### config.mk
export PLATFORM = sky130hd
export DESIGN_NAME = writeback_regfile
export DESIGN_NICKNAME = d
export VERILOG_FILES = /design/src/rtl/writeback_regfile.sv
export SDC_FILE = /design/constraint.sdc
export NUM_CORES = 1
export LEC_CHECK = 0
export ABC_AREA = 1
export ABC_CLOCK_PERIOD_IN_PS = 8300
export BUFFER_PORTS_ARGS = -buffer_cell sky130_fd_sc_hd__buf_2
export CORE_MARGIN = 8
export CORE_UTILIZATION = 65
export CTS_CLUSTER_DIAMETER = 30
export CTS_CLUSTER_SIZE = 10
export DETAILED_ROUTE_END_ITERATION = 6
export PLACE_DENSITY_LB_ADDON = 0.05
export SETUP_SLACK_MARGIN = 0.15
export SLEW_MARGIN = 40
export SYNTH_ARGS = -nofsm -noshare
export SYNTH_HDL_FRONTEND = slang
export SYNTH_SLANG_ARGS = --single-unit
### constraint.sdc
create_clock -name clk -period 8.3 [get_ports clk]
set_input_delay 1.66 -clock clk [delete_from_list [all_inputs] [get_ports clk]]
set_output_delay 1.66 -clock clk [all_outputs]
set_load 0.02 [all_outputs]
### src/rtl/writeback_regfile.sv
// writeback_regfile
//   Writeback stage that sits directly after the memory stage. It takes the packed
//   memory-stage result {is_store, value, rd}, commits non-store results into a
//   NREG x DW register file and counts retired instructions. A per-register
//   pending-write scoreboard holds decode back on RAW hazards and when a
//   register already has CNT_MAX writes in flight.
//
// Ports
//   clk, rst        clock (rising edge), asynchronous active-high reset
//   wb_valid        wb_in carries a real instruction this cycle
//   wb_in           {is_store, value[DW-1:0], rd[AW-1:0]}
//   issue_valid     decode issues an instruction that writes iss_rd
//   iss_rd          destination register of the issuing instruction
//   rs1, rs2        decode source register addresses
//   rdata1, rdata2  source values, bypassed from the commit in this cycle
//   stall           decode must hold; the issue is ignored while high
//   wb_rd, wb_we    registered trace of the last commit
//   retired         number of wb_valid cycles, stores included, wrapping
module writeback_regfile #(
  parameter  int NREG = 8,
  parameter  int DW   = 16,
  parameter  int CNTW = 2,
  parameter  int RETW = 16,
  localparam int AW   = $clog2(NREG)
) (
  input  logic            clk,
  input  logic            rst,
  input  logic            wb_valid,
  input  logic [DW+AW:0]  wb_in,
  input  logic            issue_valid,
  input  logic [AW-1:0]   iss_rd,
  input  logic [AW-1:0]   rs1,
  input  logic [AW-1:0]   rs2,
  output logic [DW-1:0]   rdata1,
  output logic [DW-1:0]   rdata2,
  output logic            stall,
  output logic [AW-1:0]   wb_rd,
  output logic            wb_we,
  output logic [RETW-1:0] retired
);

  localparam logic [CNTW-1:0] CNT_MAX = {CNTW{1'b1}};
  localparam logic [CNTW-1:0] CNT_ONE = CNTW'(1);

  logic [DW-1:0]   reg_q [NREG];
  logic [DW-1:0]   reg_d [NREG];
  logic [CNTW-1:0] cnt_q [NREG];
  logic [CNTW-1:0] cnt_d [NREG];
  logic [RETW-1:0] retired_q, retired_d;
  logic            wb_we_q, wb_we_d;
  logic [AW-1:0]   wb_rd_q, wb_rd_d;

  logic            wb_is_store;
  logic [DW-1:0]   wb_value;
  logic [AW-1:0]   wb_addr;
  logic            do_wr;
  logic            dec;
  logic            inc;
  logic            sat;

  assign wb_is_store = wb_in[DW+AW];
  assign wb_value    = wb_in[DW+AW-1:AW];
  assign wb_addr     = wb_in[AW-1:0];

  // A source is hazardous while writes to it are pending, except when the only
  // pending write commits this very cycle: the bypass already delivers it.
  function automatic logic hazard(input logic [AW-1:0]   r,
                                  input logic [CNTW-1:0] c,
                                  input logic            dec_v,
                                  input logic [AW-1:0]   dec_addr);
    return (r != '0) && (c != '0) && !(dec_v && (dec_addr == r) && (c == CNT_ONE));
  endfunction

  always_comb begin
    do_wr = wb_valid && !wb_is_store && (wb_addr != '0);
    // Pre-reset instructions can commit with an empty counter: no underflow.
    dec   = do_wr && (cnt_q[wb_addr] != '0);
    sat   = (iss_rd != '0) && (cnt_q[iss_rd] == CNT_MAX);
    stall = hazard(rs1, cnt_q[rs1], dec, wb_addr) ||
            hazard(rs2, cnt_q[rs2], dec, wb_addr) || sat;
    inc   = issue_valid && !stall && (iss_rd != '0);

    if (rs1 == '0)                         rdata1 = '0;
    else if (do_wr && (wb_addr == rs1))    rdata1 = wb_value;
    else                                   rdata1 = reg_q[rs1];

    if (rs2 == '0)                         rdata2 = '0;
    else if (do_wr && (wb_addr == rs2))    rdata2 = wb_value;
    else                                   rdata2 = reg_q[rs2];
  end

  always_comb begin
    for (int r = 0; r < NREG; r++) begin
      reg_d[r] = reg_q[r];
      cnt_d[r] = cnt_q[r];
      // r0 is never written (do_wr excludes it), so it stays at its reset value.
      if (do_wr && (wb_addr == AW'(r))) reg_d[r] = wb_value;
      // Increment and decrement of the same register cancel out.
      if (inc && (iss_rd == AW'(r)) && !(dec && (wb_addr == AW'(r))))
        cnt_d[r] = cnt_q[r] + CNT_ONE;
      else if (dec && (wb_addr == AW'(r)) && !(inc && (iss_rd == AW'(r))))
        cnt_d[r] = cnt_q[r] - CNT_ONE;
    end
    retired_d = wb_valid ? retired_q + RETW'(1) : retired_q;
    wb_we_d   = do_wr;
    wb_rd_d   = do_wr ? wb_addr : wb_rd_q;
  end

  always_ff @(posedge clk or posedge rst) begin
    if (rst) begin
      for (int r = 0; r < NREG; r++) begin
        reg_q[r] <= '0;
        cnt_q[r] <= '0;
      end
      retired_q <= '0;
      wb_we_q   <= 1'b0;
      wb_rd_q   <= '0;
    end else begin
      for (int r = 0; r < NREG; r++) begin
        reg_q[r] <= reg_d[r];
        cnt_q[r] <= cnt_d[r];
      end
      retired_q <= retired_d;
      wb_we_q   <= wb_we_d;
      wb_rd_q   <= wb_rd_d;
    end
  end

  assign retired = retired_q;
  assign wb_we   = wb_we_q;
  assign wb_rd   = wb_rd_q;

endmodule

==> results of run 1 <==
==> Yosys cell counts, drive strengths merged <==
| master | instances |
|---|---|
| nand2 | 304 |
| o2111ai | 2 |
| inv | 76 |
| nand3 | 84 |
| a21oi | 158 |
| o211ai | 5 |
| nand4 | 2 |
| and3b | 1 |
| o22ai | 2 |
| xor2 | 14 |
| o21ai | 126 |
| nor2 | 120 |
| buf | 58 |
| a32o | 3 |
| nor3 | 29 |
| xnor2 | 19 |
| o21a | 1 |
| a21boi | 1 |
| a221oi | 27 |
| clkbuf | 42 |
| ha | 8 |
| dfrtp | 164 |
| clkinv | 2 |
| nand3b | 1 |
| a311oi | 10 |
| a31oi | 1 |
==> how the worst max path moves through the flow <==
stage	startpoint	end	cells after the start	slack (ns)
after floorplan	rst	cnt_q[0]	1	2.21
after global placement	rs2[1]	rdata2[0]	11	2.36
after detailed placement	rs2[1]	rdata2[4]	11	2.56
after CTS	rs2[1]	rdata2[4]	11	2.56
after global routing	rs2[1]	rdata2[4]	11	2.32
final	rs2[1]	rdata2[4]	11	2.49
==> registers in the layout, summed over array words and instances (netlist names) <==
signal   count
cnt_q       16
reg_q      128
retired     16
wb_we        1
wb_rd        3
==> kinds of logic (layout without fill, tap and decap cells) <==
kind of cell	after synthesis	in the layout	synth area share, %
fa+ha+maj	8	8	1.07
compound gates	336	336	20.0
buf+inv	178	210	8.06
xor+xnor	33	33	3.08
simple gates	541	541	24.0
flops	164	164	43.8
==> report_power, final <==
part           internal [mW]  total (mW)  switching [mW]
clock network          0.451       0.800           0.349
logic                  0.235       0.624           0.388
registers              0.975        1.15           0.175
==> metal layers <==
metal  wire [µm]  up-vias
met5           0        -
met4         896        0
met3        2410       84
met2       13200      504
met1       10900     4305
li1            -     4241
==> metrics by stage <==
| step | cells | hold slack, ns | utilization, % | setup slack (ns) | total power [mW] |
|---|---|---|---|---|---|
| 2_1_floorplan | 1260 | 0.451 | - | 2.21 | 1.58 |
| 3_3_place_gp | 1444 | 0.386 | 67.7 | 2.36 | 1.75 |
| 3_5_place_dp | 1444 | 0.389 | 67.8 | 2.56 | 1.77 |
| 4_1_cts | 1476 | 0.406 | 71.9 | 2.56 | 2.57 |
| 5_1_grt | 1476 | 0.421 | 72.0 | 2.32 | 2.71 |
| 6_report | 1476 | 0.404 | 72.0 | 2.49 | 2.57 |
==> final cells by class <==
type	instances	area, µm²
fillers	1212	4010
clock buffers	17	425
multi-input cells	918	4520
flip-flops and latches	164	4100
repair buffers	100	546
clock inverters	15	171
inverters	78	303
well taps	184	230
==> worst max-delay path: stages <==
cell,delay [ns]
buf_2,0.30
inv_4,0.56
nand2_1,0.11
a21oi_1,0.16
nand2_1,0.11
nor2_4,0.30
inv_2,0.33
o211ai_1,0.20
o21ai_0,0.12
nor2_1,0.10
buf_2,0.17
==> impl_metrics.env, run 1 <==
export IMPL_final_cell_mix="nand2_1 (303), dfrtp_1 (164), a21oi_1 (158)"
export IMPL_drv_cap=0
export IMPL_dr_pass1_iters=7
export IMPL_synth_area_leaders="dfrtp_1 (44%), nand2_1 (12%), a21oi_1 (8.4%)"
export IMPL_slew_violations=0
export IMPL_syn_avg_cell_area_um2=7.44
export IMPL_hold_path_class="reg -> reg"
export IMPL_finalSetupViolCount=0
export IMPL_met3_usage_pct=5.91
export IMPL_gr_max_usage_layer="met2"
export IMPL_placed_area_um2=9700
export IMPL_post_route_min_period_ns=5.81
export IMPL_tightest_slew_ns=0.859
export IMPL_rsz0062_at_grt="no"
export IMPL_syn2layout_area_growth_pct=9.92
export IMPL_whs_endpoint="reg_q[122]"
export IMPL_total_leakage_power_nw=4.82
export IMPL_cts_max_level=4
export IMPL_clkTransAtPathRegs_ns=0.06
export IMPL_required_ns=6.64
export IMPL_grt_first_pass_wirelength_um=44100
export IMPL_cts_tree="built"
export IMPL_die_h_um=136
export IMPL_design_core_area_um2=14300
export IMPL_drtIter0Drc=1128
export IMPL_gr_usage_met2_pct=49.6
export IMPL_max_clock_path_buffers=2
export IMPL_critPathKind="in -> out"
export IMPL_grtUsageTotal_pct=30.0
export IMPL_holdPathStages=0
export IMPL_ant_nets=0
export IMPL_grt_overflow_total=0
export IMPL_synthCells=1260
export IMPL_yosys_area_top_type="dfrtp_1"
export IMPL_viasPerCell=6.19
export IMPL_nNetsFinal=1320
export IMPL_antenna_found_initial=0
export IMPL_clock_sinks=164
export IMPL_r2r_slack_ns=5.72
export IMPL_tns_ns=0
export IMPL_num_vias=9134
export IMPL_fin_area_um2=10300
export IMPL_reg2reg_from="cnt_q[4]"
export IMPL_cp_arrival_ns=4.15
export IMPL_netlist_area_um2=9370
export IMPL_status="completed"
export IMPL_synth_seq_cells=164
export IMPL_powerDensity_nw_per_um2=250
export IMPL_min_delay_start="reg_q[122]"
export IMPL_skew_ns=0.00470
export IMPL_clock_latency_ns=0.43
export IMPL_grt_start_max_net_pins=96
export IMPL_worstSetupEndpointType="primary output"
export IMPL_layout_commonest_cell="nand2_1"
export IMPL_post_route_period_util_pct=70.0
export IMPL_wl_per_cell_um=18.6
export IMPL_drive_above_1_share_pct=11.6
export IMPL_gp_congestion=0.870
export IMPL_cts_buffers=17
export IMPL_remaining_drc_errors=0
export IMPL_start_kind="primary input"
export IMPL_post_cts_setup_buffer_count=0
export IMPL_yosys_warnings=0
export IMPL_fmax_ghz=0.172
export IMPL_start_util_pct=65.5
export IMPL_num_antenna_cells=0
export IMPL_grt_pass1_vias=8718
export IMPL_reg2reg_depth=14
export IMPL_gr_usage_met1_pct=37.6
export IMPL_fp_row_count=44
export IMPL_cts_root_buffer="clkbuf_16"
export IMPL_slew_limit_headroom_pct=42.4
export IMPL_drt_total_wl_um=27400
export IMPL_portBuffers=85
export IMPL_hold_buffers=0
export IMPL_cts_resized=0
export IMPL_r2r_end="cnt_q[1]"
export IMPL_yosysSeqAreaShare_pct=43.8
export IMPL_crit_path_max_fanout=50
export IMPL_synth_distinct_cells=35
export IMPL_pin_count=86
export IMPL_hpwlAfterDp_um=16300
export IMPL_vdd_ir_drop_worst_mv=0.168
export IMPL_hold_violations=0
export IMPL_synthesis_nets=1301
export IMPL_dieWidth_um=136
export IMPL_synth_top_cell_area_share_pct=43.8
export IMPL_dieArea_um2=18500
Power figures use the tool's default switching activity.
==> run 2, diff against run 1 <==
- ABC_CLOCK_PERIOD_IN_PS: 8300 -> 5500
- CORE_UTILIZATION: 65 -> 60
- clock period: 8.3 -> 5.5 ns (I/O delays scaled with it)
==> impl_metrics.env, run 2 (synthesis results as in run 1) <==
export IMPL_status="completed"
export IMPL_required_ns=4.40
export IMPL_start_kind="primary input"
export IMPL_start_util_pct=61.4
export IMPL_multi_input_comb_area_um2=4520
export IMPL_portBuffers=85
export IMPL_fillCellCount=1350
export IMPL_regMostFlops="reg_q"
export IMPL_remaining_drc_errors=0
export IMPL_grt_pass1_vias=8353
export IMPL_cts_tree="built"
export IMPL_cp_arrival_ns=3.32
export IMPL_drtIter0Drc=1154
export IMPL_antenna_found_initial=1
export IMPL_grt_first_pass_wirelength_um=45000
export IMPL_gr_max_usage_layer="met2"
export IMPL_gr_usage_met1_pct=38.7
export IMPL_viasPerCell=6.01
export IMPL_final_cell_mix="nand2_1 (303), dfrtp_1 (164), a21oi_1 (158)"
export IMPL_worstSetupEndpointType="primary output"
export IMPL_slew_violations=0
export IMPL_drv_cap=0
export IMPL_fmax_ghz=0.226
export IMPL_post_route_period_util_pct=80.3
export IMPL_grtUsageTotal_pct=28.6
export IMPL_dr_pass1_iters=5
export IMPL_powerDensity_nw_per_um2=376
export IMPL_clkTransAtPathRegs_ns=0.07
export IMPL_post_cts_setup_buffer_count=0
export IMPL_cp_slowest_cell="buf_2"
export IMPL_slew_limit_headroom_pct=48.1
export IMPL_cts_root_buffer="clkbuf_16"
export IMPL_gr_usage_met2_pct=44.6
export IMPL_total_leakage_power_nw=4.88
export IMPL_path_delay_family="buffers and inverters"
export IMPL_nNetsFinal=1327
export IMPL_post_route_min_period_ns=4.42
export IMPL_grt_start_max_net_pins=120
export IMPL_max_clock_path_buffers=2
export IMPL_largest_reg_flops=128
export IMPL_seqCellArea_um2=4100
export IMPL_tns_ns=0
export IMPL_cts_max_level=4
export IMPL_syn2layout_area_growth_pct=11.4
export IMPL_hold_path_class="reg -> reg"
export IMPL_grt_overflow_total=0
export IMPL_met3_usage_pct=5.57
export IMPL_finalSetupViolCount=0
export IMPL_tightest_slew_ns=0.777
export IMPL_path_cells="buf_2 -> nand2_1 -> a21oi_1 -> nand2_1 -> nor2_4 -> inv_2 -> o211ai_1 -> o21ai_0 -> nor2_1 -> buf_2"
export IMPL_cts_buffers=17
export IMPL_fin_util_pct=68.4
export IMPL_critPathKind="in -> out"
export IMPL_ant_nets=0
export IMPL_design_core_area_um2=15300
export IMPL_cts_resized=0
export IMPL_clock_latency_ns=0.44
export IMPL_clock_sinks=164
export IMPL_fp_row_count=45
export IMPL_wl_per_cell_um=18.4
export IMPL_hpwlAfterDp_um=16800
export IMPL_rsz0062_at_grt="no"
export IMPL_max_stage_delay_ns=0.53
export IMPL_pin_count=86
export IMPL_dieArea_um2=19900
export IMPL_layout_commonest_cell="nand2_1"
export IMPL_vdd_ir_drop_worst_mv=0.261
export IMPL_die_h_um=141
export IMPL_cp_num_buf_inv=3
export IMPL_crit_path_max_fanout=26
export IMPL_hold_violations=0
export IMPL_dieWidth_um=141
export IMPL_fin_cells=1511
export IMPL_dp_cells=1478
export IMPL_num_vias=9078
export IMPL_gp_congestion=0.898
export IMPL_drt_total_wl_um=27800
export IMPL_hold_buffers=0
export IMPL_drive_above_1_share_pct=12.2
export IMPL_whs_ns=0.406
export IMPL_skew_ns=0.0126
-- run 2: changes by cell type in the layout (fill, tap and decap cells not counted), moves of 2 or more --
| cell | delta |
|---|---|
| buf_4 | +5 |
| clkinvlp_4 | -2 |
| buf_12 | +2 |
| clkinv_4 | -2 |
-- run 2: routing by layer --
metal  up-vias  part of all wire, %
met5         -                    0
met4         0                  2.9
met3        71                  9.3
met2       517                   46
met1      4223                   42
li1       4267                    -
-- run 2: power by group --
group	leakage [nW]	internal (mW)	switching [mW]
Combinational	2.56	0.362	0.582
Sequential	2.02	1.47	0.266
Clock	0.299	0.692	0.551
-- run 2: stage by stage --
stage / power (mW) / instance area, µm² / worst slack, ns
finish: 3.92 / 10400 / 1.08
global route: 4.15 / 10400 / 0.933
CTS: 3.93 / 10400 / 1.14
detailed placement: 2.68 / 9830 / 1.16
global placement: 2.66 / 9780 / 1.19
floorplan: 2.38 / 9380 / 1.80
-- run 2: path summary, 6_finish.rpt --
path / startpoint / to / slack (ns) / cells after the start
max in group asynchronous: rst / reg_q[69] / 4.10 / 3
max: rs2[1] / rdata2[10] / 1.08 / 10
min reg2reg: reg_q[127] / reg_q[127] / 0.41 / 0
min: reg_q[127] / reg_q[127] / 0.41 / 0
min in group asynchronous: rst / cnt_q[13] / 0.56 / 2
max reg2reg: cnt_q[4] / cnt_q[13] / 3.11 / 14
-- run 2: cell type report --
| class | instances | share of cell area (%) |
|---|---|---|
| diodes | 1 | 0.0240 |
| well taps | 211 | 2.53 |
| repair buffers | 107 | 6.12 |
| clock inverters | 15 | 1.76 |
| multi-input cells | 918 | 43.3 |
| flip-flops and latches | 164 | 39.3 |
| inverters | 78 | 2.86 |
| clock buffers | 17 | 4.07 |
-- run 2: worst register-to-register path: cells and delay by family, from the launching register on --
kind                     cells  cell delay [ns]
AND/OR/NAND/NOR             10             1.13
flip-flops                   1             0.47
adder cells (fa/ha/maj)      1             0.27
AO/OA/AOI/OAI                2             0.22
XOR/XNOR                     1             0.15
==> run 3, diff against run 2 <==
- ABC_CLOCK_PERIOD_IN_PS: 5500 -> 3900
- CORE_UTILIZATION: 60 -> 54
- clock period: 5.5 -> 3.9 ns (I/O delays scaled with it)
==> impl_metrics.env, run 3 (synthesis results as in run 1) <==
export IMPL_syn2layout_area_growth_pct=12.0
export IMPL_clock_sinks=164
export IMPL_status="completed"
export IMPL_dr_pass1_iters=6
export IMPL_antenna_found_initial=1
export IMPL_dieWidth_um=148
export IMPL_nNetsFinal=1338
export IMPL_largest_reg_flops=128
export IMPL_cpMostUsedCell="buf_2"
export IMPL_design_core_area_um2=17100
export IMPL_fillCellCount=1575
export IMPL_drv_cap=0
export IMPL_worstSetupEndpointType="primary output"
export IMPL_vdd_ir_drop_worst_mv=0.394
export IMPL_cts_tree="built"
export IMPL_gr_usage_met1_pct=34.3
export IMPL_wl_per_cell_um=18.4
export IMPL_cts_resized=0
export IMPL_cp_arrival_ns=2.77
export IMPL_fin_area_um2=10500
export IMPL_slew_violations=0
export IMPL_hold_path_class="in -> async"
export IMPL_pin_count=86
export IMPL_portBuffers=85
export IMPL_hpwlAfterDp_um=17400
export IMPL_die_h_um=148
export IMPL_total_leakage_power_nw=4.91
export IMPL_cp_slowest_cell="a311oi_1"
export IMPL_start_kind="primary input"
export IMPL_slew_limit_headroom_pct=50.3
export IMPL_drtIter0Drc=894
export IMPL_powerDensity_nw_per_um2=516
export IMPL_fp_row_count=48
export IMPL_hold_buffers=0
export IMPL_cts_max_level=4
export IMPL_cts_root_buffer="clkbuf_16"
export IMPL_max_clock_path_buffers=2
export IMPL_power_total_mw=5.42
export IMPL_ant_nets=0
export IMPL_grt_overflow_total=0
export IMPL_tns_ns=0
export IMPL_whs_ns=0.369
export IMPL_hold_violations=0
export IMPL_remaining_drc_errors=0
export IMPL_met3_usage_pct=5.53
export IMPL_required_ns=3.12
export IMPL_drt_total_wl_um=28300
export IMPL_start_util_pct=54.8
export IMPL_grt_start_max_net_pins=109
export IMPL_path_cells="buf_2 -> inv_1 -> nand2_1 -> o21ai_4 -> nor2_4 -> inv_2 -> nor2_1 -> a311oi_1 -> buf_2"
export IMPL_grtUsageTotal_pct=26.2
export IMPL_fmax_ghz=0.282
export IMPL_max_stage_delay_ns=0.42
export IMPL_regMostFlops="reg_q"
export IMPL_critPathKind="in -> out"
export IMPL_post_route_period_util_pct=90.9
export IMPL_gr_max_usage_layer="met2"
export IMPL_gr_usage_met2_pct=41.4
export IMPL_tightest_slew_ns=0.746
export IMPL_skew_ns=0.00874
export IMPL_drive_above_1_share_pct=12.9
export IMPL_post_cts_setup_buffer_count=0
export IMPL_dieArea_um2=21800
export IMPL_layout_commonest_cell="nand2_1"
export IMPL_rsz0062_at_grt="no"
export IMPL_clkTransAtPathRegs_ns=0.08
export IMPL_num_vias=8903
export IMPL_finalSetupViolCount=0
export IMPL_viasPerCell=5.80
export IMPL_grt_pass1_vias=8662
export IMPL_grt_first_pass_wirelength_um=45800
export IMPL_placed_area_um2=9930
export IMPL_crit_path_max_fanout=18
export IMPL_cp_num_buf_inv=4
export IMPL_cts_buffers=17
export IMPL_clock_latency_ns=0.43
export IMPL_final_cell_mix="nand2_1 (303), dfrtp_1 (164), a21oi_1 (158)"
export IMPL_gp_congestion=0.873
export IMPL_post_route_min_period_ns=3.55
export IMPL_num_antenna_cells=0
export IMPL_path_delay_family="buffers and inverters"
==> run 3: power by group <==
| part | switching (mW) | internal, mW | total, mW |
|---|---|---|---|
| logic | 0.823 | 0.517 | 1.34 |
| clock network | 0.789 | 0.843 | 1.63 |
| registers | 0.376 | 2.07 | 2.45 |
==> run 3: metrics by stage <==
stage,util [%],worst slack (ns),instances
floorplan,-,0.841,1260
global placement,58.0,0.420,1503
detailed placement,58.0,0.405,1503
CTS,61.3,0.402,1535
global route,61.3,0.235,1535
finish,61.3,0.355,1535
==> run 3: area by class of cell <==
cell class,count,area (µm²),area share (%)
inverter,78,297,2.82
sequential,164,4100,39.1
multi-input combinational,918,4530,43.1
tap,225,282,2.68
clock buffer,17,425,4.05
timing repair buffer,118,723,6.89
clock inverter,15,139,1.32
==> run 3: path summary, 6_finish.rpt <==
path / slack [ns] / startpoint / end / cells past startpoint
min in group clk: 0.41 / reg_q[124] / reg_q[124] / 0
worst min register to register: 0.41 / reg_q[124] / reg_q[124] / 0
worst max-delay path: 0.35 / wb_in[1] / rdata2[15] / 9
max in group asynchronous: 2.61 / rst / reg_q[87] / 3
worst min-delay path: 0.37 / rst / wb_rd[2] / 2
worst max register to register: 1.49 / cnt_q[6] / cnt_q[7] / 14
==> run 3: layer usage <==
metal	share of wire [%]	up-vias	wire, µm
met2	46	395	13100
li1	-	4273	-
met4	2.9	2	806
met1	44	4177	12300
met5	0.035	-	10
met3	7.3	56	2080
==> run 3: worst register-to-register path, delay by kind of cell (launching register included) <==
family          cells  cell delay (ns)
fa+ha+maj           1             0.27
flops               1             0.49
xor+xnor            1             0.14
compound gates      2             0.25
simple gates       10             1.15
